### src/rtl/trng_word_assembler.sv
// trng_word_assembler: von Neumann debiased TRNG bits packed into WIDTH-bit words behind a FWFT FIFO
// Ports:
//   clk, reset            clock; synchronous active-high reset
//   raw_bit, raw_valid    raw entropy sample, taken on edges where raw_valid is high
//   out_data, out_valid   FIFO head word; valid while words are buffered and health is good
//   out_ready             consumer accept; pop on out_valid && out_ready
//   fill_level            number of buffered words
//   overflow              sticky; a completed word was dropped on a full FIFO
//   health_fail           sticky; repetition-count test tripped, output path frozen until reset
module trng_word_assembler #(
   parameter int WIDTH      = 8,
   parameter int FIFO_DEPTH = 4,
   parameter int RCT_CUTOFF = 32,
   parameter int DEBIAS     = 1
) (
   input  logic                          clk,
   input  logic                          reset,
   input  logic                          raw_bit,
   input  logic                          raw_valid,
   output logic [WIDTH-1:0]              out_data,
   output logic                          out_valid,
   input  logic                          out_ready,
   output logic [$clog2(FIFO_DEPTH):0]   fill_level,
   output logic                          overflow,
   output logic                          health_fail
);
   localparam int CW = $clog2(WIDTH);
   localparam int PW = $clog2(FIFO_DEPTH);
   localparam int LW = PW + 1;
   localparam int RW = $clog2(RCT_CUTOFF + 1);
   typedef enum logic {FIRST, SECOND} pair_t;
   pair_t            state;
   logic             held;
   logic [CW-1:0]    cnt;
   logic [WIDTH-1:0] shift;
   logic [WIDTH-1:0] mem [FIFO_DEPTH];
   logic [PW-1:0]    rd, wr;
   logic [RW-1:0]    run, run_next;
   logic             last;
   logic             active, emit, emit_val, complete, trip, pop, push, full, do_push;
   logic [WIDTH-1:0] next_word;
   always_comb begin
      active    = raw_valid && !health_fail;
      emit      = active && (DEBIAS == 0 || (state == SECOND && raw_bit != held));
      emit_val  = DEBIAS != 0 ? held : raw_bit;
      next_word = {shift[WIDTH-2:0], emit_val};
      complete  = emit && cnt == CW'(WIDTH - 1);
      // run==0 only right after reset, so the first sample starts a run of 1
      run_next  = (run == '0 || raw_bit != last) ? RW'(1) :
                  (run == RW'(RCT_CUTOFF) ? run : run + RW'(1));
      trip      = active && run_next == RW'(RCT_CUTOFF);
      pop       = out_valid && out_ready;
      push      = complete && !trip;
      full      = fill_level == LW'(FIFO_DEPTH);
      // a full FIFO still accepts a push when the head leaves on the same edge
      do_push   = push && (!full || pop);
   end
   assign out_valid = fill_level != '0 && !health_fail;
   assign out_data  = out_valid ? mem[rd] : '0;
   always_ff @(posedge clk)
      if (!reset && !trip && do_push) mem[wr] <= next_word;
   always_ff @(posedge clk) begin
      if (reset) begin
         state       <= FIRST;
         held        <= 1'b0;
         cnt         <= '0;
         shift       <= '0;
         run         <= '0;
         last        <= 1'b0;
         rd          <= '0;
         wr          <= '0;
         fill_level  <= '0;
         overflow    <= 1'b0;
         health_fail <= 1'b0;
      end else begin
         if (active) begin
            run  <= run_next;
            last <= raw_bit;
            if (DEBIAS != 0) begin
               state <= state == FIRST ? SECOND : FIRST;
               if (state == FIRST) held <= raw_bit;
            end
         end
         if (emit) begin
            shift <= next_word;
            cnt   <= complete ? '0 : cnt + CW'(1);
         end
         if (trip) begin
            health_fail <= 1'b1;
            rd          <= '0;
            wr          <= '0;
            fill_level  <= '0;
         end else begin
            if (do_push) wr <= wr + PW'(1);
            if (pop) rd <= rd + PW'(1);
            if (push && full && !pop) overflow <= 1'b1;
            fill_level <= fill_level + LW'(do_push) - LW'(pop);
         end
      end
   end
endmodule

### config.mk
export PLATFORM = sky130hd
export DESIGN_NAME = trng_word_assembler
export DESIGN_NICKNAME = d
export VERILOG_FILES = /design/src/rtl/trng_word_assembler.sv
export SDC_FILE = /design/constraint.sdc
export NUM_CORES = 1
export LEC_CHECK = 0
export ABC_AREA = 1
export BUFFER_PORTS_ARGS = -buffer_cell sky130_fd_sc_hd__buf_2
export CAP_MARGIN = 40
export CORE_MARGIN = 4
export CORE_UTILIZATION = 60
export DETAILED_ROUTE_END_ITERATION = 7
export PLACE_DENSITY = 0.81
export SLEW_MARGIN = 20
export SYNTH_ARGS = -nofsm -noshare
export SYNTH_HDL_FRONTEND = slang
export SYNTH_SLANG_ARGS = --single-unit
### constraint.sdc
create_clock -name clk -period 3.8 [get_ports clk]
set_input_delay 0.38 -clock clk [delete_from_list [all_inputs] [get_ports clk]]
set_output_delay 0.38 -clock clk [all_outputs]
set_load 0.03 [all_outputs]
## Yosys cells after proc, flatten, opt, wreduce, memory -nomap -nowiden

Memory sizes are Yosys's and may differ from the RTL's. A register that Yosys moved wholly into a read port is not among the register bits.
Index checks and enable logic that the tools add are counted.

- Divide/modulo/power cells: 0
- Bitwise operators: 2
- Order comparisons: 0
- Reductions and logical operators: 25
- Multipliers: 0
- Add/subtract/negate cells: 6
- Equal/unequal tests: 6
- Shifts and indexed selects: 0
- Muxes and demuxes: 9

Operator list:

| cell | count |
|---|---|
| $logic_and 1x1->1 | 13 |
| $eq 6x6->1 const B | 2 |
| $mux 6 | 2 |
| $mux 8 | 1 |
| $add 6x1->6 const B | 1 |
| $eq 3x3->1 const B | 2 |
| $logic_not 6->1 | 1 |
| $logic_not 1->1 | 5 |
| $add 2x1->2 const B | 2 |
| $mux 2 | 2 |
| $reduce_and 2->1 | 2 |
| $add 3x1->3 | 1 |
| $add 3x1->3 const B | 1 |
| $mux 1 | 3 |
| $mux 3 | 1 |
| $reduce_bool 3->1 | 1 |
| $sub 3x1->3 | 1 |
| $logic_or 1x1->1 | 2 |
| $ne 1x1->1 | 2 |
| $not 1->1 | 2 |
| $reduce_or 2->1 | 1 |

- ROM bits: 0
- Memories: 1
- Bits in writable memories: 32
- Logic and storage cells: 60
- Bits of input ports: 5
- Output and inout port bits: 14
- Bits in registers: 28
- Latch bits: 0

Memory list:

| memory | words | width | rd ports | clocked after memory_dff | write ports | RTL line | RTL |
|---|---|---|---|---|---|---|---|
| mem | 4 | 8 | 1 | 1 | 1 | 36 | `logic [WIDTH-1:0] mem [FIFO_DEPTH];` |

## Logic depth before layout (Yosys ltp)

Gate-level depths: netlist of run 1.

- Depth after elaboration: 11
- Mapped depth: 16

## Worst setup path before layout of run 1

Ideal clock, no wire load.

- Path type: register -> register
- From: register fill_level[1]
- To: register fill_level[2]
- Arrival time: 2.578 ns
- Buffers on the path: 0
- Clock period less this slack: 2.647 ns
- Data required time: 3.730 ns
- Slack: 1.153 ns
- Stages on the path, launching flop included: 12
- Setup time: 0.070 ns
- Cells stage by stage: dfxtp_1 nor2_1 a21oi_2 inv_2 nor2_2 ha_1 inv_1 ha_1 inv_1 fa_1 or2_2 a21oi_1

- Longest elaborated chain between the ends: 7
- Elaborated cells between the ends (all ways): 9
- Classes of those cells: add/sub (2); eq/ne (1); reduce/logical (6)

Ends and longest elaborated chain:

| element | RTL line | RTL |
|---|---|---|
| start: declaration | 23 | `output logic [$clog2(FIFO_DEPTH):0] fill_level,` |
| start signal: assignment | 97 | `fill_level <= fill_level + LW'(do_push) - LW'(pop);` |
| $reduce_bool 3->1 * | 58 | `assign out_valid = fill_level != '0 && !health_fail;` |
| $logic_and 1x1->1 * | 58 |  |
| via out_valid | 21 | `output logic out_valid,` |
| $logic_and 1x1->1 * | 52 | `pop = out_valid && out_ready;` |
| via pop | 40 | `logic active, emit, emit_val, complete, trip, pop, push, full, do_push;` |
| $logic_or 1x1->1 | 56 | `do_push = push && (!full \|\| pop);` |
| $logic_and 1x1->1 | 56 |  |
| $add 3x1->3 | 97 |  |
| $sub 3x1->3 * | 97 |  |

Mark *: on every way through the listed nets, which the timed path passes. The rest lies on a longest branch.
A chain may end at the register's enable or synchronous reset.

## Worst setup path in the final report of run 1

- From: register health_fail
- To: register fill_level[2]

- Longest elaborated chain between the ends: 8
- Elaborated cells between the ends (all ways): 14
- Classes of those cells: add/sub (2); reduce/logical (12)

Ends and longest elaborated chain:

| element | RTL line | RTL |
|---|---|---|
| start: declaration | 25 | `output logic health_fail` |
| start signal: assignment | 74 | `health_fail <= 1'b0;` |
| start signal: assignment | 89 | `health_fail <= 1'b1;` |
| $logic_not 1->1 * | 43, 58 |  |
| $logic_and 1x1->1 | 43 | `active = raw_valid && !health_fail;` |
| $logic_and 1x1->1, on equally long branches | 44, 51 |  |
| $logic_and 1x1->1 / $logic_not 1->1 (equally long branches) | 47, 53 |  |
| $logic_and 1x1->1 | 53 | `push = complete && !trip;` |
| $logic_and 1x1->1 | 56 |  |
| $add 3x1->3 | 97 |  |
| $sub 3x1->3 | 97 |  |

Mark *: on every way between the ends. The rest lies on a longest branch, timed or not.

==> results of run 1 <==
[layer usage]
metal	part of all wire [%]	wire [microns]	up-vias	GRT usage (%)
li1	-	-	1010	-
met1	44	2180	871	22.2
met2	49	2440	50	30.4
met3	6.2	305	4	9.23
met4	0.46	23	0	6.99
met5	0	0	-	0
[stage by stage]
stage / instances / hold slack (ns) / area, sq um
after global placement: 348 / 0.437 / 2890
after detailed placement: 348 / 0.436 / 2890
final: 364 / 0.406 / 3100
after CTS: 364 / 0.386 / 3100
after floorplan: 285 / 0.445 / 2760
after global routing: 364 / 0.407 / 3100
[Yosys cell counts, types with 2 or more instances]
| master | count |
|---|---|
| a211oi_1 | 3 |
| a21oi_1 | 23 |
| buf_2 | 2 |
| clkbuf_1 | 5 |
| dfxtp_1 | 30 |
| edfxtp_1 | 32 |
| ha_1 | 10 |
| inv_1 | 27 |
| inv_2 | 2 |
| nand2_1 | 25 |
| nand2_4 | 2 |
| nand3_1 | 7 |
| nand3_2 | 3 |
| nand4_1 | 4 |
| nor2_1 | 55 |
| nor2_2 | 5 |
| nor3_1 | 4 |
| nor3b_2 | 3 |
| o21ai_0 | 24 |
| or2_2 | 2 |
| xnor2_1 | 3 |
| xor2_1 | 3 |
[layout make-up]
cell class,count,share of cell area [%]
Sequential cell,62,50.3
Multi-Input combinational cell,186,33.9
Clock buffer,12,5.36
Inverter,29,3.51
Timing Repair Buffer,19,3.15
Tap cell,52,2.10
Clock inverter,4,1.65
[logic make-up after synthesis]
logic type / count (synthesis) / synth area share [%]
buffers and inverters: 37 / 5.39
adders and majority gates: 11 / 5.25
DFF: 62 / 56.5
AOI/OAI and AO/OA: 55 / 10.8
xor gates and xnor gates: 6 / 1.90
and+or+nand+nor: 114 / 20.2
[sequential cells by signal, indices dropped and copies added (netlist names), named ones only]
| signal | cells |
|---|---|
| mem | 32 |
| shift | 7 |
| run | 6 |
| cnt | 3 |
| fill_level | 3 |
| rd | 2 |
| wr | 2 |
| emit_val | 1 |
| health_fail | 1 |
| last | 1 |
| overflow | 1 |
| state | 1 |
[path summary, 6_finish.rpt]
kind,slack (ns),cells after the start,endpoint,start
worst max-delay path,0.94,13,fill_level[2],health_fail
worst min-delay path,0.41,2,run[4],reset
worst max register to register,0.94,13,fill_level[2],health_fail
worst min register to register,0.45,2,overflow,overflow
[power by group]
group	internal, mW	switching, mW	total (mW)
Sequential	0.740	0.0615	0.801
Clock	0.362	0.242	0.604
Combinational	0.169	0.382	0.551
[critical path: stages (launching register included)]
cell     delay (ns)
dfxtp_1        0.34
inv_1          0.08
nand2_1        0.22
nor2_2         0.17
nand2_1        0.25
nor2_4         0.24
nand3_4        0.14
ha_1           0.31
inv_1          0.05
ha_1           0.13
inv_1          0.05
fa_1           0.37
or2_2          0.31
a21oi_1        0.13
==> summary.md, run 1 <==
| Metric | Value |
|---|---|
| PnR worst setup slack | 0.939 ns |
| Max_cap viols | 0 |
| FMAX | 350 MHz |
| DRT Wirelength | 4960 microns |
| Cell variety after synth | 33 |
| Register area | 0.00156 sq mm |
| Final worst path period share | 75.3% |
| Clock Skew | 0.00652 ns |
| Critical Path Source Type | flop |
| CTS tree | built |
| Total Power | between 1.5 and 2 mW |
| Routed WL per cell | 13.6 microns |
| Pin count of the biggest net entering global routing | 18 |
| Die Y-Extent | 75.9 microns |
| Gpl congestion | 0.880 |
| Mapped Area | ~0.0028 sq mm |
| Final hold vios | 0 |
| Post-synthesis sequential area ratio | between 50 and 60% |
| Asr flop ratio synth | 0% |
| Critical path required time | 4.06 ns |
| DR iter-0 viols | between 100 and 150 |
| Most used DFF post-synth | edfxtp_1 |
| Pre-Repair DR Iteration Count | 5 |
| CTS clk-pin slew, worst paths | 0.06 ns |
| Outcome | finished, final reports clean |
| Final setup fails | 0 |
| Proportion of layout cells with a drive suffix above 1 | 17.6% |
| CTS H-tree lvls | 3 |
| Most common cell after layout, fill and taps aside | nor2_1 |
| Setup CP Type | flop to flop |
| Clock Latency Late Sink | 0.33 ns |
| Antenna violations before repair | 0 |
| Number of fill cells in the layout | roughly 320 |
| Yosys reg bits | 62 |
| Nets | 323 |
| Tot GR Track Use | a little under a fifth |
| Die X | 75.9 microns |
| Post-synth top area cell | edfxtp_1 |
| Crit. End Element | flop |
| P_leak | 1.22 nW |
| HPWL Detailed | 3430 microns |
| I/O pins | 19 |
| Port bufs | 18 |
| Std-Cell Core Area | 0.00441 sq mm |
| Core Rows | 24 |
| Commonest cells after routing, fill and taps aside | nor2_1 (55), edfxtp_1 (32), dfxtp_1 (30) |
| Mapped Cells | between 200 and 300 |
| Drc violations | 0 |
| Crit path time final | 2.86 ns |
| RSZ-0062 raised after global routing | no |
| Number of global-route vias before repair | 1801 |
| Finished Core Util | 70.3% |
| Critical path peak fanout | 12 |
| Diodes inserted | 0 |
| Syn_nets | 301 |
| CTS Sinks | 62 |
| Via density | about 5.3 |
| Synth top area share | roughly a third |
| P per Cell Area | 631 mW/mm^2 |
| Root Driver | clkbuf_8 |
| Min-delay worst type | primary input to flop |
| Die ar. | 0.00575 sq mm |
| First-pass GRT wire length | 7910 microns |
| Syn Area/Cell | 9.69 sq um |
| Slew @ Worst Pin | 0.757 ns |
| Total CTS buffers | 9 |
| Worst vdd ir | 307 uV |
| Synth Warn # | 0 |
| CTS resizes | 0 |
| Pre-CTS setup slack | 0.912 ns |
| Signal arrival time at the worst endpoint | 3.12 ns |
| Total number of vias | 1935 |
| Initial Util | roughly 63% |
| Area delta synth->final | 12.3% |
| Synth area leaders | edfxtp_1 (35%), dfxtp_1 (22%), nor2_1 (7.5%), ha_1 (4.5%), o21ai_0 (4.3%) |
| Total grt overflow | 0 |
| CTS max path bufs | 2 |
| DRT antenna net count | 0 |
| Final Max Tran Viols | 0 |
| Hold_buf cts | 0 |
| Total negative slack | 0 ns |
| Setup Buffers After CTS | 0 |
| EDFF count, synth | 32 |
| Rel. slew slack | 49.3% |
| Multi-input logic area | 0.00105 sq mm |
(Power assumes the default switching activity.)
==> inputs of run 2 (changes only) <==
--- a/config.mk
+++ b/config.mk
@@ -5,13 +5,13 @@
 export SDC_FILE = /design/constraint.sdc
 export NUM_CORES = 1
 export LEC_CHECK = 0
-export ABC_AREA = 1
+export ABC_AREA = 0
 export BUFFER_PORTS_ARGS = -buffer_cell sky130_fd_sc_hd__buf_2
 export CAP_MARGIN = 40
 export CORE_MARGIN = 4
-export CORE_UTILIZATION = 60
+export CORE_UTILIZATION = 59
 export DETAILED_ROUTE_END_ITERATION = 7
-export PLACE_DENSITY = 0.81
+export PLACE_DENSITY = 0.8
 export SLEW_MARGIN = 20
 export SYNTH_ARGS = -nofsm -noshare
 export SYNTH_HDL_FRONTEND = slang
==> constraint.sdc (replaced) <==
create_clock -name clk -period 2.93 [get_ports clk]
set_input_delay 0.293 -clock clk [delete_from_list [all_inputs] [get_ports clk]]
set_output_delay 0.293 -clock clk [all_outputs]
set_load 0.03 [all_outputs]
==> run 2 against run 1 <==
Effect of this change: clock skew up 0.0028 ns; clock power about the same; wire length increased by 1.7%; synthesized cell count down 21%; maximum frequency is 1.3% higher; combinational power fell by 85%; critical endpoint unchanged; largest cell class unchanged; largest power group unchanged; highest routed layer unchanged.
==> summary.md, run 2 <==
| Metric | Value |
|---|---|
| Std-Cell Core Area | 0.00444 sq mm |
| Core Rows | 24 |
| CTS clk-pin slew, worst paths | 0.07 ns |
| Syn Area/Cell | 12.3 sq um |
| CTS tree | built |
| Drc violations | 0 |
| Largest regs | mem x32, shift x7, run x6 |
| Tot GR Track Use | 18.3% |
| Multi-input logic area | 0.00117 sq mm |
| Port bufs | 18 |
| First-pass GRT wire length | 8300 microns |
| Reg2Reg Setup Slack | 0.11 ns |
| Hold Path Origin | raw_bit |
| Slew @ Worst Pin | a little over 0.6 ns |
| Gpl congestion | between 0.8 and 0.9 |
| Routed WL per cell | between 15 and 20 microns |
| Most instantiated cells after synthesis | edfxtp_1 (32), dfxtp_1 (30), nor2_1 (18) |
| DRT antenna net count | 0 |
| Pre-Repair DR Iteration Count | 4 |
| Max_cap viols | 0 |
| Diodes inserted | 0 |
| Max reg flops | 32 |
| Die X | 76.5 microns |
| Root Driver | clkbuf_8 |
| Area delta synth->final | 16.1% |
| Final Max Tran Viols | 0 |
| Synth top area share | 34.8% |
| Proportion of layout cells with a drive suffix above 1 | 29.4% |
| Final hold vios | 0 |
| Number of fill cells in the layout | 294 |
| Cell variety after synth | 40 |
| Number of global-route vias before repair | ~1800 |
| CTS max path bufs | 2 |
| Mapped Area | 0.00277 sq mm |
| Mapped Cells | 224 |
| FMAX | 354 MHz |
| Synth area leaders | edfxtp_1 (35%), dfxtp_1 (22%), mux4_2 (6.5%), ha_1 (4.5%), mux2i_1 (3.3%) |
| Synth Warn # | 0 |
| Outcome | finished, final reports clean |
| Initial Util | 62.2% |
| Signal arrival time at the worst endpoint | between 3 and 4 ns |
| Cell area after layout | 0.00321 sq mm |
| Commonest cells after routing, fill and taps aside | edfxtp_1 (32), dfxtp_1 (28), buf_2 (18), buf_4 (18), nor2_1 (17) |
| Final worst path period share | 96.4% |
| I/O pins | 19 |
| Worst Hold Path Cells | 3 |
| Crit. End Element | flop |
| EDFF count, synth | 32 |
| Worst Hold End | emit_val |
| Worst Reg-to-Reg Cells | 15 |
| Largest Register | mem |
| Critical Path Source Type | flop |
| Register area | roughly 0.0016 sq mm |
| HPWL Detailed | ~3400 microns |
| Critical path required time | around 3.1 ns |
| Antenna violations before repair | 0 |
| Clock Latency Late Sink | 0.33 ns |
| Syn_nets | 240 |
| Asr flop ratio synth | 0% |
| Nets | 273 |
| DRT Wirelength | 5040 microns |
| Critical path peak fanout | 2 |
| Top-count cell post-synth | edfxtp_1 |
| P_leak | between 1 and 1.5 nW |
| Reg-to-Reg Start | run[0] |
| Clock Skew | 0.00930 ns |
| Total grt overflow | 0 |
| CTS H-tree lvls | 3 |
| Final setup fails | 0 |
| DR iter-0 viols | around 110 |
| Rel. slew slack | 59.2% |
| Die Y-Extent | 76.5 microns |
| Pin count of the biggest net entering global routing | 34 |
| Finished Core Util | between 70% and 80% |
| Post-synth top area cell | edfxtp_1 |
| Via density | 5.75 |
| Die ar. | 0.00585 sq mm |
| Min-delay worst type | primary input to flop |
| Worst vdd ir | 246 uV |
| Yosys reg bits | 62 |
| Most common cell after layout, fill and taps aside | edfxtp_1 |
| Setup CP Type | flop to flop |
| Most used DFF post-synth | edfxtp_1 |
| P per Cell Area | 502 mW/mm^2 |
| Placed inst area | around 0.0030 sq mm |
| R2R Path End | fill_level[2] |
| Total CTS buffers | 9 |
| Crit path time final | approximately 2.8 ns |
| RSZ-0062 raised after global routing | yes |
| CTS Sinks | 62 |
| Total number of vias | 1806 |
| Post-synthesis sequential area ratio | 56.5% |
## run 2: cell types whose count changed after synthesis, moves of 10 or more
cell     previous run  this run
and2_1              0        10
nand2_1            25         8
inv_1              27         6
a21oi_1            23        12
nor2_1             55        18
o21ai_0            24         6
## run 2: through the flow
stage          setup TNS, ns  setup slack [ns]  power [mW]  hold WS [ns]  cells
2_1_floorplan              0           0.00178       0.990         0.454    224
3_3_place_gp               0            0.0479        1.01         0.470    298
3_5_place_dp         -0.0539           -0.0539        1.02         0.484    298
4_1_cts                    0            0.0206        1.62         0.251    314
5_1_grt              -0.0211           -0.0211        1.68         0.305    314
6_report                   0             0.105        1.61         0.264    314
## run 2: worst max path at each step
stage          startpoint            end  slack [ns]  cells past startpoint
2_1_floorplan      run[0]  fill_level[2]       0.002                     15
3_3_place_gp       run[0]  fill_level[2]        0.05                     15
3_5_place_dp       run[0]  fill_level[2]       -0.05                     15
4_1_cts            run[0]  fill_level[2]        0.02                     15
5_1_grt            run[0]  fill_level[2]       -0.02                     15
6_report           run[0]  fill_level[2]        0.11                     15
## run 2: where the power goes
| part | switching (mW) | internal (mW) | total, mW |
|---|---|---|---|
| registers | 0.00766 | 0.912 | 0.919 |
| clock network | 0.307 | 0.300 | 0.607 |
| logic | 0.0492 | 0.0362 | 0.0854 |
| total | 0.364 | 1.25 | 1.61 |
## run 2: worst max-delay path, stage by stage (launching register included)
cell,delay [ns]
dfxtp_2,0.32
inv_2,0.06
ha_2,0.16
or4b_4,0.50
nand2_4,0.09
o31a_4,0.16
nor3_4,0.04
or2_4,0.24
ha_4,0.21
inv_1,0.05
ha_1,0.12
inv_1,0.05
fa_2,0.33
xor2_1,0.15
xnor2_1,0.15
nor3_1,0.06
## run 2: kinds of logic after synthesis
family / after synthesis / synth area share, %
AOI/OAI and AO/OA: 26 / 5.66
xor gates and xnor gates: 10 / 3.17
adders and majority gates: 11 / 5.25
buffers and inverters: 20 / 3.44
DFF: 62 / 56.5
muxes: 17 / 9.77
and+or+nand+nor: 78 / 16.2
## run 2: per-layer routing
layer	track usage (%)	routed length, microns	vias to the layer above	share of wire, %
met4	6.52	51	0	1.0
li1	-	-	878	-
met5	0	0	-	0
met1	22.1	2230	887	44
met3	5.79	176	5	3.5
met2	30.7	2580	36	51
## run 2: cell type report
type | instances | area share, %
Clock buffer | 11 | 4.09
Clock inverter | 5 | 0.819
Multi-Input combinational cell | 142 | 36.6
Timing Repair Buffer | 36 | 7.02
Sequential cell | 62 | 48.7
Inverter | 6 | 0.702
Tap cell | 52 | 2.03
## run 2: repair_timing
item / CTS / global route
pin swaps: 1 / 4
gates resized for setup: 3 / 15
setup endpoints to repair: 1 / 2
hold buffers: 0 / 0
setup buffers: 0 / 0
==> inputs of run 3 (changes only) <==
--- a/config.mk
+++ b/config.mk
@@ -9,9 +9,11 @@
 export BUFFER_PORTS_ARGS = -buffer_cell sky130_fd_sc_hd__buf_2
 export CAP_MARGIN = 40
 export CORE_MARGIN = 4
-export CORE_UTILIZATION = 59
+export CORE_UTILIZATION = 35
+export CTS_BUF_LIST = sky130_fd_sc_hd__clkbuf_8
 export DETAILED_ROUTE_END_ITERATION = 7
-export PLACE_DENSITY = 0.8
+export PLACE_DENSITY = 0.53
+export SKIP_CTS_REPAIR_TIMING = 1
 export SLEW_MARGIN = 20
 export SYNTH_ARGS = -nofsm -noshare
 export SYNTH_HDL_FRONTEND = slang
==> run 3 against run 2 <==
Effect of this change: sequential cell count unchanged; first-iteration DRC count down 26%; critical endpoint unchanged; utilization shrank 28 points; critical path depth did not move; critical path type unchanged; wire length is 6.8% higher.
==> summary.md, run 3 (synthesis gave the netlist of run 2 again) <==
| Metric | Value |
|---|---|
| Outcome | finished, final reports clean |
| Diodes inserted | 0 |
| Die X | 96.9 microns |
| Largest Register | mem |
| Worst Hold End | last |
| First-pass GRT wire length | between 8000 and 9000 microns |
| Tot GR Track Use | 11.9% |
| Worst Reg-to-Reg Cells | 15 |
| CTS H-tree lvls | 3 |
| Drc violations | 0 |
| CTS max path bufs | 2 |
| I/O pins | 19 |
| Total negative slack | 0 ns |
| Pre-Repair DR Iteration Count | 4 |
| Critical path peak fanout | 2 |
| Min-delay worst type | primary input to flop |
| Most common cell after layout, fill and taps aside | edfxtp_1 |
| Final Max Tran Viols | 0 |
| HPWL Detailed | 3510 microns |
| Signal arrival time at the worst endpoint | 3.03 ns |
| Proportion of layout cells with a drive suffix above 1 | about a third |
| Max reg flops | 32 |
| Hold_ws | approximately 0.37 ns |
| Slew @ Worst Pin | approximately 0.67 ns |
| Slowest cell on the critical path | or4b_4 |
| Total grt overflow | 0 |
| RSZ-0062 raised after global routing | yes |
| Cell area after layout | 0.00338 sq mm |
| FMAX | 353 MHz |
| Total CTS buffers | 9 |
| Placed inst area | 0.00307 sq mm |
| DRT antenna net count | 0 |
| Die ar. | approximately 0.0094 sq mm |
| Crit path time final | 2.83 ns |
| DRT Wirelength | 5380 microns |
| CTS clk-pin slew, worst paths | 0.08 ns |
| Initial Util | 36.0% |
| Routed WL per cell | approximately 15 microns |
| P_leak | 1.28 nW |
| Total number of vias | 1791 |
| Root Driver | clkbuf_8 |
| Cell Chain, Critical Path | inv_2 > ha_2 > or4b_4 > nand2_4 > o31a_4 > nor3_4 > or2_4 > ha_4 > inv_1 > ha_1 > inv_1 > fa_2 > xor2_2 > xnor2_1 > nor3_1 |
| Critical path required time | 3.12 ns |
| Reg2Reg Setup Slack | between 0.09 and 0.1 ns |
| Reg-to-Reg Start | run[0] |
| Nets | 276 |
| Clock Latency Late Sink | 0.33 ns |
| Clock Skew | 0.00702 ns |
| Final worst path period share | 96.7% |
| Crit. End Element | flop |
| Setup CP Type | flop to flop |
| Critical Path Source Type | flop |
| CTS tree | built |
| CTS Sinks | 62 |
| Port bufs | 18 |
| Most used cell, CP | inv_1 |
| Pin count of the biggest net entering global routing | 34 |
| Std-Cell Core Area | 0.00769 sq mm |
| Worst vdd ir | approximately 270 uV |
| Hold Path Origin | raw_bit |
| Final setup fails | 0 |
| Rel. slew slack | a little under three fifths |
| Worst Hold Path Cells | 4 |
| CP max stage delay | 0.49 ns |
| Max_cap viols | 0 |
| Number of global-route vias before repair | 1831 |
| Final hold vios | 0 |
| Die Y-Extent | 96.9 microns |
| R2R Path End | fill_level[2] |
| Area delta synth->final | 22.4% |
| CP startpoint | run[0] |
| DR iter-0 viols | 82 |
| P per Cell Area | about 550 mW/mm^2 |
| Largest regs | mem x32, shift x7, run x6 |
| Via density | 4.88 |
| Core Rows | 32 |
| Finished Core Util | 44.0% |
| Commonest cells after routing, fill and taps aside | edfxtp_1 (32), dfxtp_1 (27), buf_4 (20) |
| Gpl congestion | approximately 0.81 |
| Antenna violations before repair | 0 |
==> run 3: cell count changes in the layout (fill, tap and decap cells not counted), sizes merged <==
cell / before / now
bufinv: 0 / 2
clkbuf: 11 / 9
buf: 36 / 39
inv: 6 / 10
clkinv: 4 / 1
clkinvlp: 1 / 0
==> run 3: per-layer routing <==
layer	global-route usage [%]	up-vias	part of all wire [%]
li1	-	889	-
met1	14.6	857	46
met2	20.1	32	49
met3	2.96	13	3.1
met4	4.86	0	2.2
met5	0	-	0
==> run 3: worst max path at each step <==
stage                     depth (start not counted)       endpoint  slack [ns]
after floorplan                                  15  fill_level[2]       0.002
after global routing                             15  fill_level[2]       -0.07
after global placement                           15  fill_level[2]        0.02
after CTS                                        15  fill_level[2]       -0.06
final                                            15  fill_level[2]         0.1
after detailed placement                         15  fill_level[2]       -0.04
==> run 3: per-stage QoR <==
step           cells  power [mW]  worst slack (ns)
2_1_floorplan    224       0.990           0.00178
6_report         367        1.87            0.0974
5_1_grt          367        1.95           -0.0691
3_5_place_dp     350        1.02           -0.0408
3_3_place_gp     350        1.02            0.0165
4_1_cts          366        1.88           -0.0619
==> run 3: report_power, final <==
group          internal [mW]  switching (mW)
logic                 0.0379          0.0501
clock network          0.492           0.367
registers              0.911         0.00810
==> run 3: layout make-up <==
type	count	area, sq um
tap	102	128
sequential	62	1570
clock buffer	9	124
fill	741	4300
timing repair buffer	39	251
inverter	6	22.5
clock inverter	7	104
multi-input combinational	142	1190
==> run 3: critical path, delay by kind of cell (launching register included) <==
kind	cells	cell delay [ns]
compound gates	1	0.14
xor+xnor	2	0.31
fa+ha+maj	4	0.86
buf+inv	3	0.15
flops	1	0.33
simple gates	5	0.91
